File: config.mk
export PLATFORM = sky130hd
export DESIGN_NAME = traffic_light_monitor
export DESIGN_NICKNAME = d
export VERILOG_FILES = /design/src/rtl/traffic_light_pkg.sv /design/src/rtl/light_axis_checker.sv /design/src/rtl/traffic_light_monitor.sv
export SDC_FILE = /design/constraint.sdc
export NUM_CORES = 1
export LEC_CHECK = 0
export CAP_MARGIN = 20
export CORE_MARGIN = 2
export CORE_UTILIZATION = 39
export DETAILED_ROUTE_END_ITERATION = 10
export REMOVE_ABC_BUFFERS = 1
export SETUP_SLACK_MARGIN = 0.15
export SYNTH_ARGS = -nofsm -noshare
export SYNTH_HDL_FRONTEND = slang
export SYNTH_SLANG_ARGS = --single-unit
File: constraint.sdc
create_clock -name clk -period 3.65 [get_ports clk]
set_input_delay 0.365 -clock clk [delete_from_list [all_inputs] [get_ports clk]]
set_output_delay 0.365 -clock clk [all_outputs]
set_load 0.01 [all_outputs]
File: src/rtl/traffic_light_pkg.sv
// Shared colour codes, phase codes, error bit positions and FSM encoding
// for the traffic light monitor and its per-axis checkers.
package traffic_light_pkg;

    localparam logic [2:0] LIGHT_RED    = 3'b100;
    localparam logic [2:0] LIGHT_YELLOW = 3'b010;
    localparam logic [2:0] LIGHT_GREEN  = 3'b001;

    typedef enum logic [2:0] {
        PH_ALL_RED   = 3'd0,
        PH_NS_GREEN  = 3'd1,
        PH_NS_YELLOW = 3'd2,
        PH_EW_GREEN  = 3'd3,
        PH_EW_YELLOW = 3'd4,
        PH_INVALID   = 3'd7
    } phase_e;

    localparam int ERR_W        = 5;
    localparam int ERR_ENCODING = 0;
    localparam int ERR_PAIR     = 1;
    localparam int ERR_CONFLICT = 2;
    localparam int ERR_SEQUENCE = 3;
    localparam int ERR_TIMING   = 4;

    typedef enum logic [1:0] {
        MON_IDLE = 2'd0,
        MON_SYNC = 2'd1,
        MON_RUN  = 2'd2
    } mon_state_e;

    function automatic logic is_valid_light(input logic [2:0] c);
        return (c == LIGHT_RED) || (c == LIGHT_YELLOW) || (c == LIGHT_GREEN);
    endfunction

    function automatic logic is_legal_change(input logic [2:0] from_c, input logic [2:0] to_c);
        return ((from_c == LIGHT_GREEN)  && (to_c == LIGHT_YELLOW)) ||
               ((from_c == LIGHT_YELLOW) && (to_c == LIGHT_RED))    ||
               ((from_c == LIGHT_RED)    && (to_c == LIGHT_GREEN));
    endfunction

    // Only meaningful once encoding, pair and conflict checks are clean.
    function automatic phase_e decode_phase(input logic [2:0] n, input logic [2:0] e);
        if (n == LIGHT_RED    && e == LIGHT_RED)    return PH_ALL_RED;
        if (n == LIGHT_GREEN  && e == LIGHT_RED)    return PH_NS_GREEN;
        if (n == LIGHT_YELLOW && e == LIGHT_RED)    return PH_NS_YELLOW;
        if (n == LIGHT_RED    && e == LIGHT_GREEN)  return PH_EW_GREEN;
        if (n == LIGHT_RED    && e == LIGHT_YELLOW) return PH_EW_YELLOW;
        return PH_INVALID;
    endfunction

endpackage

File: src/rtl/light_axis_checker.sv
// Tracks one axis colour: previous colour, dwell counter, and the
// sequence/timing checks made whenever the colour changes or a yellow overstays.
module light_axis_checker
    import traffic_light_pkg::*;
#(
    parameter int GREEN_MIN_CYC  = 10,
    parameter int YELLOW_MIN_CYC = 3,
    parameter int YELLOW_MAX_CYC = 5,
    parameter int CNT_W          = 16
) (
    input  logic       clk,
    input  logic       rst,
    input  logic       check_en,
    input  logic       seed,
    input  logic [2:0] colour,
    output logic       seq_err,
    output logic       timing_err,
    output logic       red_to_green
);

    localparam logic [CNT_W-1:0] DWELL_MAX = '1;
    localparam logic [CNT_W-1:0] GMIN_C    = CNT_W'(GREEN_MIN_CYC);
    localparam logic [CNT_W-1:0] YMIN_C    = CNT_W'(YELLOW_MIN_CYC);
    localparam logic [CNT_W-1:0] YMAX_C    = CNT_W'(YELLOW_MAX_CYC);

    logic [2:0]       p_colour_q, p_colour_d;
    logic [CNT_W-1:0] dwell_q, dwell_d;
    logic [CNT_W-1:0] dwell_inc;

    assign dwell_inc = (dwell_q == DWELL_MAX) ? dwell_q : dwell_q + CNT_W'(1);

    always_ff @(posedge clk or posedge rst) begin
        if (rst) begin
            p_colour_q <= '0;
            dwell_q    <= '0;
        end else begin
            p_colour_q <= p_colour_d;
            dwell_q    <= dwell_d;
        end
    end

    always_comb begin
        p_colour_d   = p_colour_q;
        dwell_d      = dwell_q;
        seq_err      = 1'b0;
        timing_err   = 1'b0;
        red_to_green = 1'b0;
        if (seed) begin
            p_colour_d = colour;
            dwell_d    = CNT_W'(1);
        end else if (check_en) begin
            if (colour == p_colour_q) begin
                dwell_d = dwell_inc;
                // Fires only on the step to YELLOW_MAX_CYC+1, so once per interval.
                timing_err = (p_colour_q == LIGHT_YELLOW) && (dwell_q == YMAX_C) &&
                             (dwell_q != DWELL_MAX);
            end else begin
                seq_err      = !is_legal_change(p_colour_q, colour);
                timing_err   = ((p_colour_q == LIGHT_GREEN)  && (dwell_q < GMIN_C)) ||
                               ((p_colour_q == LIGHT_YELLOW) && (dwell_q < YMIN_C));
                red_to_green = (p_colour_q == LIGHT_RED) && (colour == LIGHT_GREEN);
                p_colour_d   = colour;
                dwell_d      = CNT_W'(1);
            end
        end
    end

endmodule

File: src/rtl/traffic_light_monitor.sv
// Passive safety checker for the intersection light buses: samples the lights,
// decodes the phase and reports encoding, pair, conflict, sequence and timing faults.
module traffic_light_monitor
    import traffic_light_pkg::*;
#(
    parameter int GREEN_MIN_CYC  = 10,
    parameter int YELLOW_MIN_CYC = 3,
    parameter int YELLOW_MAX_CYC = 5,
    parameter int CNT_W          = 16
) (
    input  logic        clk,
    input  logic        rst,
    input  logic        mon_en,
    input  logic [2:0]  light_N,
    input  logic [2:0]  light_S,
    input  logic [2:0]  light_E,
    input  logic [2:0]  light_W,
    input  logic        err_clr,
    output logic [2:0]  phase,
    output logic [4:0]  err_flags,
    output logic [4:0]  err_sticky,
    output logic        fault,
    output logic [15:0] cycle_count
);

    logic [2:0]       s_n_q, s_s_q, s_e_q, s_w_q;
    mon_state_e       state_q, state_d;
    logic [2:0]       phase_q, phase_d;
    logic [ERR_W-1:0] flags_q, flags_d, sticky_q, sticky_d;
    logic             fault_q;
    logic [15:0]      count_q, count_d;
    logic             enc_err, pair_err, conflict_err, check_en, seed;
    logic             ns_seq, ns_tim, ns_r2g, ew_seq, ew_tim;
    logic             ew_red_to_green_unused;

    // Stage 1: light sample registers
    always_ff @(posedge clk or posedge rst) begin
        if (rst) begin
            s_n_q <= '0;
            s_s_q <= '0;
            s_e_q <= '0;
            s_w_q <= '0;
        end else begin
            s_n_q <= light_N;
            s_s_q <= light_S;
            s_e_q <= light_E;
            s_w_q <= light_W;
        end
    end

    assign enc_err      = !is_valid_light(s_n_q) || !is_valid_light(s_s_q) ||
                          !is_valid_light(s_e_q) || !is_valid_light(s_w_q);
    assign pair_err     = (s_n_q != s_s_q) || (s_e_q != s_w_q);
    assign conflict_err = ((s_n_q != LIGHT_RED) || (s_s_q != LIGHT_RED)) &&
                          ((s_e_q != LIGHT_RED) || (s_w_q != LIGHT_RED));
    assign check_en     = (state_q == MON_RUN) && !enc_err && !pair_err;
    assign seed         = (state_q == MON_SYNC) && !enc_err && !pair_err && !conflict_err;

    light_axis_checker #(
        .GREEN_MIN_CYC(GREEN_MIN_CYC), .YELLOW_MIN_CYC(YELLOW_MIN_CYC),
        .YELLOW_MAX_CYC(YELLOW_MAX_CYC), .CNT_W(CNT_W)
    ) u_ns (
        .clk(clk), .rst(rst), .check_en(check_en), .seed(seed), .colour(s_n_q),
        .seq_err(ns_seq), .timing_err(ns_tim), .red_to_green(ns_r2g)
    );

    // The EW axis does not feed the cycle counter.
    light_axis_checker #(
        .GREEN_MIN_CYC(GREEN_MIN_CYC), .YELLOW_MIN_CYC(YELLOW_MIN_CYC),
        .YELLOW_MAX_CYC(YELLOW_MAX_CYC), .CNT_W(CNT_W)
    ) u_ew (
        .clk(clk), .rst(rst), .check_en(check_en), .seed(seed), .colour(s_e_q),
        .seq_err(ew_seq), .timing_err(ew_tim), .red_to_green(ew_red_to_green_unused)
    );

    always_ff @(posedge clk or posedge rst) begin
        if (rst) state_q <= MON_IDLE;
        else     state_q <= state_d;
    end

    always_comb begin
        state_d = state_q;
        flags_d = '0;
        unique case (state_q)
            MON_IDLE: state_d = MON_SYNC;
            MON_SYNC: if (seed) state_d = MON_RUN;
            MON_RUN:  if (enc_err || pair_err) state_d = MON_SYNC;
            default:  state_d = MON_IDLE;
        endcase
        if (!mon_en) state_d = MON_IDLE;
        if (state_q != MON_IDLE) begin
            flags_d[ERR_ENCODING] = enc_err;
            flags_d[ERR_PAIR]     = pair_err;
            flags_d[ERR_CONFLICT] = conflict_err;
            flags_d[ERR_SEQUENCE] = ns_seq | ew_seq;
            flags_d[ERR_TIMING]   = ns_tim | ew_tim;
        end
        phase_d  = (enc_err || pair_err || conflict_err) ? PH_INVALID : decode_phase(s_n_q, s_e_q);
        sticky_d = (sticky_q & ~{ERR_W{err_clr}}) | flags_d;
        count_d  = count_q + {15'd0, ns_r2g};
    end

    // Stage 2: registered outputs
    always_ff @(posedge clk or posedge rst) begin
        if (rst) begin
            phase_q  <= '0;
            flags_q  <= '0;
            sticky_q <= '0;
            fault_q  <= 1'b0;
            count_q  <= '0;
        end else begin
            phase_q  <= phase_d;
            flags_q  <= flags_d;
            sticky_q <= sticky_d;
            fault_q  <= |sticky_d;
            count_q  <= count_d;
        end
    end

    assign phase       = phase_q;
    assign err_flags   = flags_q;
    assign err_sticky  = sticky_q;
    assign fault       = fault_q;
    assign cycle_count = count_q;

endmodule

After elaboration in Yosys (flattened, before gate mapping)
Index checks and enable logic that the tools add are counted.
{ "op_classes": {"n_reduce_logical": 65, "n_lt_le_gt_ge": 4, "bitwise_logic": 5, "muxes": 60, "add_sub_neg": 3, "n_eq_ne": 40} }
{ "ops": {"columns": ["operator", "n"], "rows": [
  ["16-bit two-way mux", 8],
  ["3-bit two-way mux", 17],
  ["16-bit by 1-bit adder with 16-bit output (second input constant)", 2],
  ["16-bit equality test (second input constant)", 2],
  ["16-bit by 3-bit equality test with 1-bit output (second input constant)", 2],
  ["16-bit by 2-bit less-than comparator with 1-bit output (second input constant)", 2],
  ["16-bit by 4-bit less-than comparator with 1-bit output (second input constant)", 2],
  ["16-bit inequality test (second input constant)", 2],
  ["1-bit two-way mux", 30],
  ["1-bit logical AND", 25],
  ["1-bit logical OR", 22],
  ["3-bit inequality test (second input constant)", 7],
  ["3-bit by 1-bit equality test with 1-bit output (second input constant)", 6],
  ["3-bit by 2-bit equality test with 1-bit output (second input constant)", 6],
  ["3-bit equality test (second input constant)", 6],
  ["16-bit by 1-bit adder with 16-bit output", 1],
  ["2-bit AND reduction", 5],
  ["1-bit zero test", 9],
  ["3-bit equality test", 2],
  ["2-bit two-way mux", 3],
  ["3-bit inequality test", 2],
  ["2-bit case mux with 3 select lines", 1],
  ["5-bit AND", 1],
  ["5-bit two-way mux", 1],
  ["10 further kinds", 13]
]} }
{ "totals": {"elab_cells": 191, "out_inout_bits": 30, "ff_bits": 82, "inputBits": 16} }

Longest topological paths before layout
Gate-level depths: netlist of run 1.
{ "depth": {"word_depth": 19, "depth_mapped": 12, "depth_no_buf": 11} }

Modules after synthesis
Synthesis of run 1 repeated with hierarchy kept, for this count alone.
{ "unflattened": {"cells_unflattened": 444, "hier_area_um2": 4428.0} }
{ "modules_own_cells": {"columns": ["mod", "area_each_um2", "instances", "seq_area_each_um2", "cells_each"], "rows": [
  ["traffic_light_monitor", 1915.6, 1, 1101.1, 163],
  ["light_axis_checker at u_ns", 1280.0, 1, 475.5, 138],
  ["light_axis_checker at u_ew", 1232.4, 1, 475.5, 143]
]} }

Worst setup path before layout of run 1
No wires, ideal clock.
{ "synth_path": {"path_kind": "register -> register", "from": "register s_n_q[2]", "to": "register count_q[12], in the netlist cycle_count[12]", "setup_ns": 0.079, "t_required_ns": 3.571, "path_slack_ns": 0.834, "stages_incl_launch_ff": 13, "n_path_buf": 1, "t_arrival_ns": 2.737, "synth_period_minus_slack_ns": 2.816, "cell_sequence": "dfrtp_1 -> buf_6 -> nor3b_1 -> o211ai_1 -> and4bb_2 -> nand3_1 -> nor4_1 -> ha_1 -> ha_1 -> nand3_1 -> or2_2 -> nor2_1 -> xor2_1"} }
{ "synth_between": {"elab_chain_cells": 13, "word_cells_on_any_way": 28, "classes_between": "add/sub (1); eq/ne (6); mux (3); reduce/logical (18)"} }
{ "synth_rtl": {"columns": ["item", "line_no", "source"], "rows": [
  ["start: declaration", "traffic_light_monitor.sv:26", "logic [2:0] s_n_q, s_s_q, s_e_q, s_w_q;"],
  ["start signal: assignment", "traffic_light_monitor.sv:44", "s_n_q <= light_N;"],
  ["3-bit equality test / 3-bit by 2-bit equality test with 1-bit output (equally long branches)", "traffic_light_pkg.sv:32", "return (c == LIGHT_RED) || (c == LIGHT_YELLOW) || (c == LIGHT_GREEN);"],
  ["1-bit logical OR (2 in a row)", "traffic_light_pkg.sv:32", null],
  ["1-bit zero test", "traffic_light_monitor.sv:51", "assign enc_err = !is_valid_light(s_n_q) || !is_valid_light(s_s_q) ||"],
  ["1-bit logical OR (2 in a row)", "traffic_light_monitor.sv:51", null],
  ["1-bit logical OR", "traffic_light_monitor.sv:52", "!is_valid_light(s_e_q) || !is_valid_light(s_w_q);"],
  ["1-bit zero test", "traffic_light_monitor.sv:56, traffic_light_monitor.sv:57", null],
  ["1-bit logical AND, on equally long branches (2 in a row)", "traffic_light_monitor.sv:56, traffic_light_monitor.sv:57", null],
  ["1-bit two-way mux / 1-bit logical AND (equally long branches)", "light_axis_checker.sv:51, traffic_light_monitor.sv:57", null],
  ["1-bit two-way mux (*)", "light_axis_checker.sv:48", "if (seed) begin"],
  ["16-bit by 1-bit adder with 16-bit output (*)", "traffic_light_monitor.sv:100", "count_d = count_q + {15'd0, ns_r2g};"],
  ["via count_d[12]", "traffic_light_monitor.sv:31", "logic [15:0] count_q, count_d;"],
  ["end signal: assignment", "traffic_light_monitor.sv:116", "count_q <= count_d;"],
  ["end: declaration", "traffic_light_monitor.sv:31", null]
]} }
Mark *: on every way through the listed nets, which the timed path passes. The rest lies on a longest branch.
A chain may end at the register's enable or synchronous reset.

Worst setup path after layout of run 1
{ "layout_path": {"from": "register s_n_q[0]", "to": "register count_q[12], in the netlist cycle_count[12]"} }
The elaborated chain is that of the path after synthesis.

==> out/metrics.json, run 1 <==
{
  "run_status": {"value": "finished, final reports clean"},
  "synth_enable_flop_cells": {"value": 0},
  "synth-seq-area-share": {"value": 48.1, "unit": "%"},
  "maxCapViolCount": {"value": 0},
  "totalNegativeSetupSlack": {"value": 0, "unit": "ns"},
  "busiest_layer_in_global_routing": {"value": "met2"},
  "initial_antenna_violation_count": {"value": 0},
  "routed_wirelength": {"value": 10000, "unit": "um"},
  "clock_latency": {"value": 0.36, "unit": "ns"},
  "r2r_slack": {"value": 0.49, "unit": "ns"},
  "die_area": {"value": 11800, "unit": "um2"},
  "grt_util_met2": {"value": 29.6, "unit": "%"},
  "power_density": {"value": 328, "unit": "nW/um2"},
  "slew_violations": {"value": 0},
  "wire_per_inst": {"value": 16.0, "unit": "um"},
  "h_tree_lvls": {"value": 3},
  "syn_area": {"value": 4270, "unit": "um2"},
  "placed_cells_incl_taps": {"value": 609},
  "nets": {"value": 502},
  "tritoncts": {"value": "built"},
  "clock_sinks": {"value": 82},
  "cpMaxStageDelayCell": {"value": "sky130_fd_sc_hd__dfrtp_2"},
  "worst-endpoint-arrival": {"value": 3.44, "unit": "ns"},
  "yosys_warnings": {"value": 0},
  "cp_num_buf_inv": {"value": 0},
  "critPathMaxStageDelay": {"value": 0.51, "unit": "ns"},
  "fillerInstances": {"value": 1073},
  "via_count": {"value": 3484},
  "syn_to_final_growth": {"value": 18.9, "unit": "%"},
  "fin_crit_sh": {"value": 86.5, "unit": "%"},
  "timing.rr.start": {"value": "s_n_q[0]"},
  "dieHeight": {"value": 109, "unit": "um"},
  "globalplace.congestion": {"value": 0.849},
  "drc": {"value": 0},
  "globalRouteMet1Util": {"value": 24.8, "unit": "%"},
  "yosysUniqueCellTypes": {"value": 58},
  "total_cts_buffers": {"value": 9},
  "grt_setup_unrepaired": {"value": "no"},
  "path_max_fanout": {"value": 13},
  "post-synth-top-count-cell": {"value": "sky130_fd_sc_hd__dfrtp_1"},
  "timing.slew.headroom": {"value": 50.6, "unit": "%"},
  "route.detailed.vias_per_inst": {"value": 5.57},
  "fp-row-count": {"value": 38},
  "netlist.top_cell.by_area": {"value": "sky130_fd_sc_hd__dfrtp_1"},
  "global_route_wire_length_before_repair": {"value": 16800, "unit": "um"},
  "syn-instance-count": {"value": 429},
  "synth_top_cells_by_area": {"value": "sky130_fd_sc_hd__dfrtp_1 (48%), sky130_fd_sc_hd__xor2_1 (4.7%), sky130_fd_sc_hd__xnor2_1 (3.9%)"},
  "worstMarginPinSlew": {"value": 0.735, "unit": "ns"},
  "setup_viol_count_final": {"value": 0},
  "root_cell_of_the_clock_tree": {"value": "sky130_fd_sc_hd__clkbuf_8"},
  "finalWorstPathRequiredPeriod": {"value": 3.16, "unit": "ns"},
  "dr.first_iter.drc_count": {"value": 182},
  "dp.final_hpwl": {"value": 7320, "unit": "um"},
  "leakagePower": {"value": 2.13, "unit": "nW"},
  "worstSetupEndpointType": {"value": "register"},
  "fin_area": {"value": 5080, "unit": "um2"},
  "synth.ff_latch_count": {"value": 82},
  "grt_util_all_layers": {"value": 18.3, "unit": "%"},
  "first_global_vias": {"value": 3430},
  "synthesis.area_per_instance": {"value": 9.95, "unit": "um2"},
  "pre_cts_slack": {"value": 0.337, "unit": "ns"},
  "critical_path.cell_chain": {"value": "nor3b_1 -> o211ai_1 -> and4bb_2 -> nand3_1 -> nor4_1 -> ha_1 -> ha_1 -> nand3_1 -> or2_2 -> nor2_1 -> xor2_1"},
  "post-route-util": {"value": 47.2, "unit": "%"},
  "placement.io_buffers": {"value": 45},
  "diodes": {"value": 0},
  "path_clk_slew": {"value": 0.09, "unit": "ns"},
  "min-delay-path-class": {"value": "in -> async"},
  "path_delay_family": {"value": "simple AND/OR/NAND/NOR gates"},
  "totalPowerFinal": {"value": 1.66, "unit": "mW"},
  "critical_path_source": {"value": "s_n_q[0]"},
  "number_of_placed_i_o_pins": {"value": 46},
  "start_util": {"value": 39.7, "unit": "%"},
  "standard_cell_area_after_detailed_placement": {"value": 4890, "unit": "um2"},
  "reg2regPathDepth": {"value": 11},
  "drtAntennaViolNets": {"value": 0},
  "worst-setup-path-type": {"value": "reg -> reg"},
  "netlist.area_leader.share": {"value": 48.1, "unit": "%"},
  "pin_count_of_the_biggest_net_entering_global_routing": {"value": 41},
  "firstDrtPassIters": {"value": 4},
  "stdcell_count": {"value": 625},
  "hold_slack": {"value": 0.395, "unit": "ns"},
  "kind_of_start_point_of_the_critical_path": {"value": "register"},
  "post_route_cells_drive_above_1_share": {"value": 8.66, "unit": "%"},
  "ys_top_cells_by_count": {"value": "sky130_fd_sc_hd__dfrtp_1 (82), sky130_fd_sc_hd__nor2_1 (40), sky130_fd_sc_hd__nand2_1 (29)"},
  "final-hold-violation-count": {"value": 0},
  "finalClockSkew": {"value": 0.0107, "unit": "ns"},
  "fmaxAchievable": {"value": 317, "unit": "MHz"},
  "prevailing_post_synth_register_cell": {"value": "sky130_fd_sc_hd__dfrtp_1"},
  "overflow": {"value": 0},
  "clk_path_buf_depth": {"value": 2},
  "gr-usage-met3": {"value": 2.75, "unit": "%"},
  "cp.required": {"value": 3.93, "unit": "ns"},
  "fin_ws": {"value": 0.493, "unit": "ns"},
  "async_flop_share": {"value": 100, "unit": "%"},
  "core_ar": {"value": 10700, "unit": "um2"},
  "post_cts_hold_buffer_count": {"value": 0},
  "die_width": {"value": 109, "unit": "um"},
  "timing.critical_path.depth": {"value": 11},
  "vdd_ir_drop_max": {"value": 0.176, "unit": "mV"}
}
## area by class of cell
class	instances	area [um2]	area share (%)
clock buffer	10	138	2.71
clock inverter	6	48.8	0.961
inverter	12	46.3	0.912
multi-input combinational	322	2100	41.4
sequential	82	2050	40.5
tap	140	175	3.45
timing repair buffer	53	510	10.1
## path summary, 6_finish.rpt
| kind | endpoint |
|---|---|
| setup / recovery | cycle_count[12] |
| hold / removal | cycle_count[14] |
| setup reg to reg | cycle_count[12] |
| hold reg to reg | cycle_count[15] |
| max in group asynchronous | s_e_q[1] |
| min in group clk | s_w_q[2] |
## cell usage in the layout, fill, tap and decap left out, drive strengths merged, types with 3 or more instances in the layout
cell,netlist,layout
dfrtp,82,82
clkdlybuf4s50,0,45
nor2,40,40
nand2,29,29
nand4,26,26
xor2,23,23
xnor2,19,19
nand3,19,19
o21ai,17,17
and3,15,15
inv,12,13
a21oi,12,12
or3,11,11
clkbuf,5,10
nor4,9,9
buf,8,8
nor2b,6,6
nor3b,6,6
and4,6,6
ha,6,6
and2,6,6
nor3,5,5
a31oi,5,5
mux2,5,5
a21o,5,5
a22oi,4,4
o31ai,4,4
or4,4,4
nor4b,3,3
nand2b,3,3
o22ai,3,3
o211ai,3,3
o21a,3,3
or2,3,3
nand3b,3,3
clkinvlp,0,3
## layer usage
metal  up-vias  share of wire, %
met5         -                 0
met1      1740                47
met4         0               1.7
met3        14               3.1
met2        66                48
li1       1664                 -
## power by group
group / total, mW / internal [mW] / switching [mW]
clock network: 0.629 / 0.272 / 0.357
registers: 0.940 / 0.920 / 0.0202
logic: 0.0950 / 0.0469 / 0.0481
## flip-flops by register name (all words and copies together), names as in the netlist, 5 cells and up
name,flops
err_flags,5
cycle_count,16
err_sticky,5
u_ns.dwell_q,16
u_ew.dwell_q,16
## repair_timing
item | CTS | global route
buffers inserted | 0 | 0
gates resized for setup | 0 | 2
endpoints found under the setup margin | 0 | 2
## cell families (layout without fill, tap and decap cells)
group           Yosys count  in the layout  synth area share [%]
buf+inv                  25             81                  2.64
simple gates            199            199                  26.4
compound gates           68             68                  10.7
fa+ha+maj                 6              6                  1.76
flops                    82             82                  48.1
xor+xnor                 42             42                  8.62
mux                       7              7                  1.79
Power figures use the tool's default switching activity.
==> inputs of run 2 (changes only) <==
Settings changed: REMOVE_ABC_BUFFERS 1 to default, SKIP_LAST_GASP from default to 1.
==> run 2 against run 1 <==
Worst setup slack worse by 0.016 ns. First-iteration DRC count down 5.5%. Critical path depth up 1. Flip-flop and latch count unchanged. Clock-buffer cell count fell by 1. Worst hold slack got worse by 0.047 ns. Power rose by 2.6%. Cell area is 0.64% higher. Combinational power grew 2.2%. Clock power rose by 6.7%. Wire length is 0.76% higher. Fmax decreased by 0.50%. Critical path type unchanged. Critical endpoint unchanged. Highest routed layer unchanged.
==> out/metrics.json, run 2 (synthesis gave the netlist of run 1 again) <==
{
  "mappedNetlistNets": {"value": 451},
  "path_clk_slew": {"value": 0.09, "unit": "ns", "change": "about the same"},
  "initial_antenna_violation_count": {"value": 1, "change": "+1"},
  "finalWorstPathRequiredPeriod": {"value": 3.17, "unit": "ns", "change": "+0.0159 ns"},
  "pin_count_of_the_biggest_net_entering_global_routing": {"value": 33, "change": "-20%"},
  "kind_of_start_point_of_the_critical_path": {"value": "register"},
  "final-hold-violation-count": {"value": 0, "change": "unchanged"},
  "grt_setup_unrepaired": {"value": "no"},
  "first_global_vias": {"value": 3286, "change": "-4.2%"},
  "min-delay-path-class": {"value": "in -> async"},
  "total_cts_buffers": {"value": 9, "change": "unchanged"},
  "cp.required": {"value": 3.94, "unit": "ns", "change": "about the same"},
  "route.detailed.vias_per_inst": {"value": 5.54, "change": "-0.69%"},
  "timing.slew.headroom": {"value": 48.9, "unit": "%", "change": "-1.7 points"},
  "r2r_slack": {"value": 0.48, "unit": "ns", "change": "-0.02 ns"},
  "hold_slack": {"value": 0.348, "unit": "ns", "change": "-0.0468 ns"},
  "clock_latency": {"value": 0.36, "unit": "ns", "change": "about the same"},
  "overflow": {"value": 0, "change": "unchanged"},
  "dp.final_hpwl": {"value": 7360, "unit": "um", "change": "+0.59%"},
  "number_of_placed_i_o_pins": {"value": 46, "change": "unchanged"},
  "slew_violations": {"value": 0, "change": "unchanged"},
  "worst-setup-path-type": {"value": "reg -> reg"},
  "fmaxAchievable": {"value": 315, "unit": "MHz", "change": "-0.50%"},
  "timing.rr.start": {"value": "s_n_q[1]"},
  "reg2regPathDepth": {"value": 12, "change": "+1"},
  "core_ar": {"value": 10700, "unit": "um2", "change": "unchanged"},
  "start_util": {"value": 39.7, "unit": "%", "change": "unchanged"},
  "dieHeight": {"value": 109, "unit": "um", "change": "unchanged"},
  "firstDrtPassIters": {"value": 4, "change": "unchanged"},
  "grt_util_all_layers": {"value": 18.2, "unit": "%", "change": "-0.083 points"},
  "power_density": {"value": 334, "unit": "nW/um2", "change": "+2.0%"},
  "placement.io_buffers": {"value": 45, "change": "unchanged"},
  "drtAntennaViolNets": {"value": 0, "change": "unchanged"},
  "most-common-layout-cells": {"value": "sky130_fd_sc_hd__dfrtp_1 (81), sky130_fd_sc_hd__clkdlybuf4s50_1 (45), sky130_fd_sc_hd__nor2_1 (40)"},
  "fin_crit_sh": {"value": 86.9, "unit": "%", "change": "+0.44 points"},
  "h_tree_lvls": {"value": 3, "change": "unchanged"},
  "globalplace.congestion": {"value": 0.861, "change": "+1.4%"},
  "routed_wirelength": {"value": 10100, "unit": "um", "change": "+0.76%"},
  "wire_per_inst": {"value": 16.1, "unit": "um", "change": "+0.44%"},
  "clk_path_buf_depth": {"value": 2, "change": "unchanged"},
  "setup_viol_count_final": {"value": 0, "change": "unchanged"},
  "final_common_cell": {"value": "sky130_fd_sc_hd__dfrtp_1"},
  "worstMarginPinSlew": {"value": 0.760, "unit": "ns", "change": "+0.0255 ns"},
  "totalNegativeSetupSlack": {"value": 0, "unit": "ns", "change": "unchanged"},
  "run_status": {"value": "finished, final reports clean"},
  "worst-endpoint-arrival": {"value": 3.46, "unit": "ns", "change": "+0.02 ns"},
  "leakagePower": {"value": 2.14, "unit": "nW", "change": "+0.65%"},
  "global_route_wire_length_before_repair": {"value": 16800, "unit": "um", "change": "-0.45%"},
  "finalClockSkew": {"value": 0.0128, "unit": "ns", "change": "+0.00204 ns"},
  "vdd_ir_drop_max": {"value": 0.171, "unit": "mV", "change": "-2.8%"},
  "die_width": {"value": 109, "unit": "um", "change": "unchanged"},
  "tritoncts": {"value": "built"},
  "fp-row-count": {"value": 38, "change": "unchanged"},
  "syn_to_final_growth": {"value": 19.7, "unit": "%"},
  "path_max_fanout": {"value": 9, "change": "-4"},
  "post-cts-setup-buffer-count": {"value": 0, "change": "unchanged"},
  "root_cell_of_the_clock_tree": {"value": "sky130_fd_sc_hd__clkbuf_8"},
  "die_area": {"value": 11800, "unit": "um2", "change": "unchanged"},
  "clock_sinks": {"value": 82, "change": "unchanged"},
  "maxCapViolCount": {"value": 0, "change": "unchanged"},
  "worstSetupEndpointType": {"value": "register"},
  "via_count": {"value": 3471, "change": "-0.37%"},
  "post_route_cells_drive_above_1_share": {"value": 9.05, "unit": "%", "change": "+0.39 points"},
  "worstReg2RegEnd": {"value": "cycle_count[12]"},
  "drc": {"value": 0, "change": "unchanged"},
  "nets": {"value": 503, "change": "+0.20%"},
  "dr.first_iter.drc_count": {"value": 172, "change": "-5.5%"}
}
-- run 2: per-layer routing --
metal | GRT usage [%] | wire length [um] | vias to the layer above
met2 | 28.6 | 4750 | 81
met3 | 4.30 | 408 | 8
met5 | 0 | 0 | -
met4 | 5.04 | 107 | 0
li1 | - | - | 1667
met1 | 25.3 | 4830 | 1715
-- run 2: final cells by class --
| class | instances | area, um2 |
|---|---|---|
| Inverter | 12 | 46.3 |
| Timing Repair Buffer | 54 | 518 |
| Clock buffer | 9 | 124 |
| Fill cell | 1033 | 5640 |
| Multi-Input combinational cell | 322 | 2110 |
| Clock inverter | 7 | 75.1 |
| Sequential cell | 82 | 2050 |
| Antenna cell | 1 | 2.50 |
| Tap cell | 140 | 175 |
-- run 2: what timing repair did --
item                                    CTS  global route
hold buffers                              0             0
gates resized for setup                   0             3
endpoints found under the setup margin    0             5
-- run 2: through the flow --
| step | total power [mW] | cells | utilization (%) | cell area (um2) | worst slack (ns) |
|---|---|---|---|---|---|
| after global routing | 1.78 | 626 | 47.5 | 5110 | 0.191 |
| final | 1.71 | 627 | 47.5 | 5110 | 0.477 |
| after floorplan | 1.01 | 429 | - | 4270 | 0.834 |
| after CTS | 1.73 | 626 | 47.4 | 5090 | 0.316 |
| after global placement | 1.05 | 610 | 45.6 | 4890 | 0.457 |
| after detailed placement | 1.06 | 610 | 45.6 | 4890 | 0.343 |
-- run 2: report_power, final --
| part | leakage (nW) | internal (mW) | switching, mW |
|---|---|---|---|
| Sequential | 1.08 | 0.920 | 0.0197 |
| Combinational | 0.968 | 0.0474 | 0.0497 |
| Clock | 0.0923 | 0.319 | 0.351 |
-- run 2: how the worst max path moves through the flow --
stage	to	slack, ns	depth (start not counted)	from
after floorplan	cycle_count[12]	0.83	12	s_n_q[2]
after global placement	cycle_count[12]	0.46	11	s_n_q[0]
after detailed placement	cycle_count[12]	0.34	11	s_n_q[0]
after CTS	cycle_count[12]	0.32	11	s_n_q[0]
after global routing	cycle_count[12]	0.19	11	s_n_q[2]
final	cycle_count[12]	0.48	12	s_n_q[1]
-- run 2: worst max-delay path, stage by stage, from the launching register on --
cell and delay (ns):
sky130_fd_sc_hd__dfrtp_1 0.46, sky130_fd_sc_hd__buf_4 0.20, sky130_fd_sc_hd__a22oi_1 0.16, sky130_fd_sc_hd__nand4_1 0.19
sky130_fd_sc_hd__and4bb_2 0.40, sky130_fd_sc_hd__nand3_1 0.17, sky130_fd_sc_hd__nor4_2 0.28, sky130_fd_sc_hd__ha_1 0.24
sky130_fd_sc_hd__ha_1 0.21, sky130_fd_sc_hd__nand3_1 0.16, sky130_fd_sc_hd__or2_2 0.36, sky130_fd_sc_hd__nor2_1 0.13
sky130_fd_sc_hd__xor2_1 0.15
==> inputs of run 3 (changes only) <==
Settings changed: CORE_MARGIN 2 to 3.
==> run 3 against run 2 <==
Sequential share of layout area is 0.15 points higher. Largest cell class unchanged. First-iteration DRC count is 23% higher. Cell count is 1.1% lower. Register-to-register slack worse by 0.06 ns. Combinational power is 0.8% higher.
==> out/metrics.json, run 3 (synthesis gave the netlist of run 1 again) <==
{
  "run_status": {"value": "finished, final reports clean"},
  "global_route_wire_length_before_repair": {"value": 17200, "unit": "um", "change": "+2.4%"},
  "dieHeight": {"value": 111, "unit": "um", "change": "+1.8%"},
  "overflow": {"value": 0, "change": "unchanged"},
  "worstSetupEndpointType": {"value": "register"},
  "finalWorstPathRequiredPeriod": {"value": 3.23, "unit": "ns", "change": "+0.0586 ns"},
  "fp-row-count": {"value": 37, "change": "-2.6%"},
  "critPathCapture": {"value": "cycle_count[12]"},
  "pin_count_of_the_biggest_net_entering_global_routing": {"value": 60, "change": "+82%"},
  "worstMarginPinSlew": {"value": 0.713, "unit": "ns", "change": "-0.0478 ns"},
  "kind_of_start_point_of_the_critical_path": {"value": "register"},
  "route.detailed.vias_per_inst": {"value": 5.57, "change": "+0.55%"},
  "start_util": {"value": 40.8, "unit": "%", "change": "+1.1 points"},
  "cp.required": {"value": 3.94, "unit": "ns", "change": "about the same"},
  "mappedNetlistNets": {"value": 451, "change": "unchanged"},
  "worst-setup-path-type": {"value": "reg -> reg"},
  "r2r_slack": {"value": 0.42, "unit": "ns", "change": "-0.06 ns"},
  "number_of_placed_i_o_pins": {"value": 46, "change": "unchanged"},
  "totalNegativeSetupSlack": {"value": 0, "unit": "ns", "change": "unchanged"},
  "die_width": {"value": 111, "unit": "um", "change": "+1.8%"},
  "stdcell_count": {"value": 620, "change": "-1.1%"},
  "clk_path_buf_depth": {"value": 2, "change": "unchanged"},
  "h_tree_lvls": {"value": 3, "change": "unchanged"},
  "slew_violations": {"value": 0, "change": "unchanged"},
  "via_count": {"value": 3451, "change": "-0.58%"},
  "syn_to_final_growth": {"value": 19.3, "unit": "%"},
  "placed_cells_incl_taps": {"value": 605, "change": "-0.82%"},
  "final_common_cell": {"value": "sky130_fd_sc_hd__dfrtp_1"},
  "grt_util_all_layers": {"value": 17.2, "unit": "%", "change": "-1.0 points"},
  "min-delay-path-class": {"value": "in -> async"},
  "gr-usage-met3": {"value": 4.05, "unit": "%", "change": "-0.25 points"},
  "fmaxAchievable": {"value": 309, "unit": "MHz", "change": "-1.8%"},
  "timing.slew.headroom": {"value": 52.1, "unit": "%", "change": "+3.2 points"},
  "total_cts_buffers": {"value": 9, "change": "unchanged"},
  "reg2regPathDepth": {"value": 11, "change": "-1"},
  "leakagePower": {"value": 2.13, "unit": "nW", "change": "-0.37%"},
  "dr.first_iter.drc_count": {"value": 211, "change": "+23%"},
  "fin_crit_sh": {"value": 88.5, "unit": "%", "change": "+1.6 points"},
  "core_ar": {"value": 10500, "unit": "um2", "change": "-2.6%"},
  "worstReg2RegEnd": {"value": "cycle_count[12]"},
  "root_cell_of_the_clock_tree": {"value": "sky130_fd_sc_hd__clkbuf_8"},
  "maxCapViolCount": {"value": 0, "change": "unchanged"},
  "final-hold-violation-count": {"value": 0, "change": "unchanged"},
  "busiest_layer_in_global_routing": {"value": "met2"},
  "routed_wirelength": {"value": 10200, "unit": "um", "change": "+1.3%"},
  "placement.io_buffers": {"value": 45, "change": "unchanged"},
  "most-common-layout-cells": {"value": "sky130_fd_sc_hd__dfrtp_1 (80), sky130_fd_sc_hd__clkdlybuf4s50_1 (45), sky130_fd_sc_hd__nor2_1 (40)"},
  "post-route-util": {"value": 48.7, "unit": "%", "change": "+1.1 points"},
  "setup_viol_count_final": {"value": 0, "change": "unchanged"},
  "timing.rr.start": {"value": "s_n_q[1]"},
  "globalplace.congestion": {"value": 0.843, "change": "-2.0%"},
  "post-cts-setup-buffer-count": {"value": 0, "change": "unchanged"},
  "path_max_fanout": {"value": 14, "change": "+5"},
  "clock_latency": {"value": 0.36, "unit": "ns", "change": "about the same"},
  "globalRouteMet1Util": {"value": 24.3, "unit": "%", "change": "-1.0 points"},
  "nets": {"value": 503, "change": "unchanged"},
  "worst-endpoint-arrival": {"value": 3.52, "unit": "ns", "change": "+0.06 ns"},
  "drc": {"value": 0, "change": "unchanged"},
  "wire_per_inst": {"value": 16.5, "unit": "um", "change": "+2.5%"},
  "firstDrtPassIters": {"value": 4, "change": "unchanged"},
  "drtAntennaViolNets": {"value": 0, "change": "unchanged"},
  "clock_sinks": {"value": 82, "change": "unchanged"},
  "tritoncts": {"value": "built"},
  "path_clk_slew": {"value": 0.08, "unit": "ns", "change": "about the same"},
  "post_route_cells_drive_above_1_share": {"value": 8.68, "unit": "%", "change": "-0.38 points"},
  "finalClockSkew": {"value": 0.00837, "unit": "ns", "change": "-0.00438 ns"},
  "initial_antenna_violation_count": {"value": 0, "change": "-1"},
  "first_global_vias": {"value": 3357, "change": "+2.2%"},
  "grt_setup_unrepaired": {"value": "no"},
  "grt_util_met2": {"value": 25.5, "unit": "%", "change": "-3.1 points"},
  "diodes": {"value": 0, "change": "-1"},
  "die_area": {"value": 12200, "unit": "um2", "change": "+3.7%"},
  "dp.final_hpwl": {"value": 7370, "unit": "um", "change": "+0.11%"},
  "vdd_ir_drop_max": {"value": 0.240, "unit": "mV", "change": "+40%"},
  "critical_path_source": {"value": "s_n_q[1]"},
  "power_density": {"value": 327, "unit": "nW/um2", "change": "-2.3%"}
}
run 3: how the worst min path moves through the flow:
stage | start | endpoint | slack [ns] | cells past startpoint
after floorplan | light_E[0] | s_e_q[0] | 0.40 | 0
after global placement | cycle_count[15] | cycle_count[15] | 0.47 | 1
after detailed placement | cycle_count[15] | cycle_count[15] | 0.47 | 1
after CTS | light_N[1] | s_n_q[1] | 0.41 | 1
after global routing | rst | cycle_count[11] | 0.38 | 2
final | rst | cycle_count[11] | 0.35 | 2
run 3: area by class of cell:
cell class                 instances  area, um2
fill                            1028       5370
multi-input combinational        322       2110
sequential                        82       2050
timing repair buffer              54        531
tap                              136        170
clock buffer                       9        124
clock inverter                     5       57.6
inverter                          12       46.3
run 3: stage by stage:
step | total power [mW] | worst slack [ns] | hold WS [ns] | area [um2]
CTS | 1.69 | 0.229 | 0.410 | 5060
global route | 1.75 | 0.201 | 0.378 | 5090
finish | 1.66 | 0.418 | 0.349 | 5090
detailed placement | 1.05 | 0.252 | 0.471 | 4880
global placement | 1.05 | 0.488 | 0.469 | 4880
floorplan | 1.01 | 0.834 | 0.396 | 4270
run 3: report_power, final:
| group | internal, mW | switching, mW |
|---|---|---|
| Sequential | 0.920 | 0.0196 |
| Combinational | 0.0492 | 0.0487 |
| Clock | 0.307 | 0.319 |
run 3: critical path, cell delays in order (launching register included):
cell and delay, ns:
sky130_fd_sc_hd__dfrtp_2 0.52, sky130_fd_sc_hd__nor3b_1 0.32, sky130_fd_sc_hd__o211ai_1 0.21, sky130_fd_sc_hd__and4bb_2 0.40, sky130_fd_sc_hd__nand3_1 0.16, sky130_fd_sc_hd__nor4_2 0.28
sky130_fd_sc_hd__ha_1 0.23, sky130_fd_sc_hd__ha_1 0.22, sky130_fd_sc_hd__nand3_1 0.17, sky130_fd_sc_hd__or2_2 0.36, sky130_fd_sc_hd__nor2_1 0.14, sky130_fd_sc_hd__xor2_1 0.15
run 3: metal layers:
metal | up-vias | part of all wire, %
li1 | 1666 | -
met1 | 1690 | 47
met2 | 80 | 46
met3 | 15 | 5.4
met4 | 0 | 1.6
met5 | - | 0
run 3: repair_timing:
action                                 CTS  global route
endpoints found under the hold margin    0             0
hold buffers                             0             0
setup endpoints to repair                0             3
gates resized for setup                  0             3
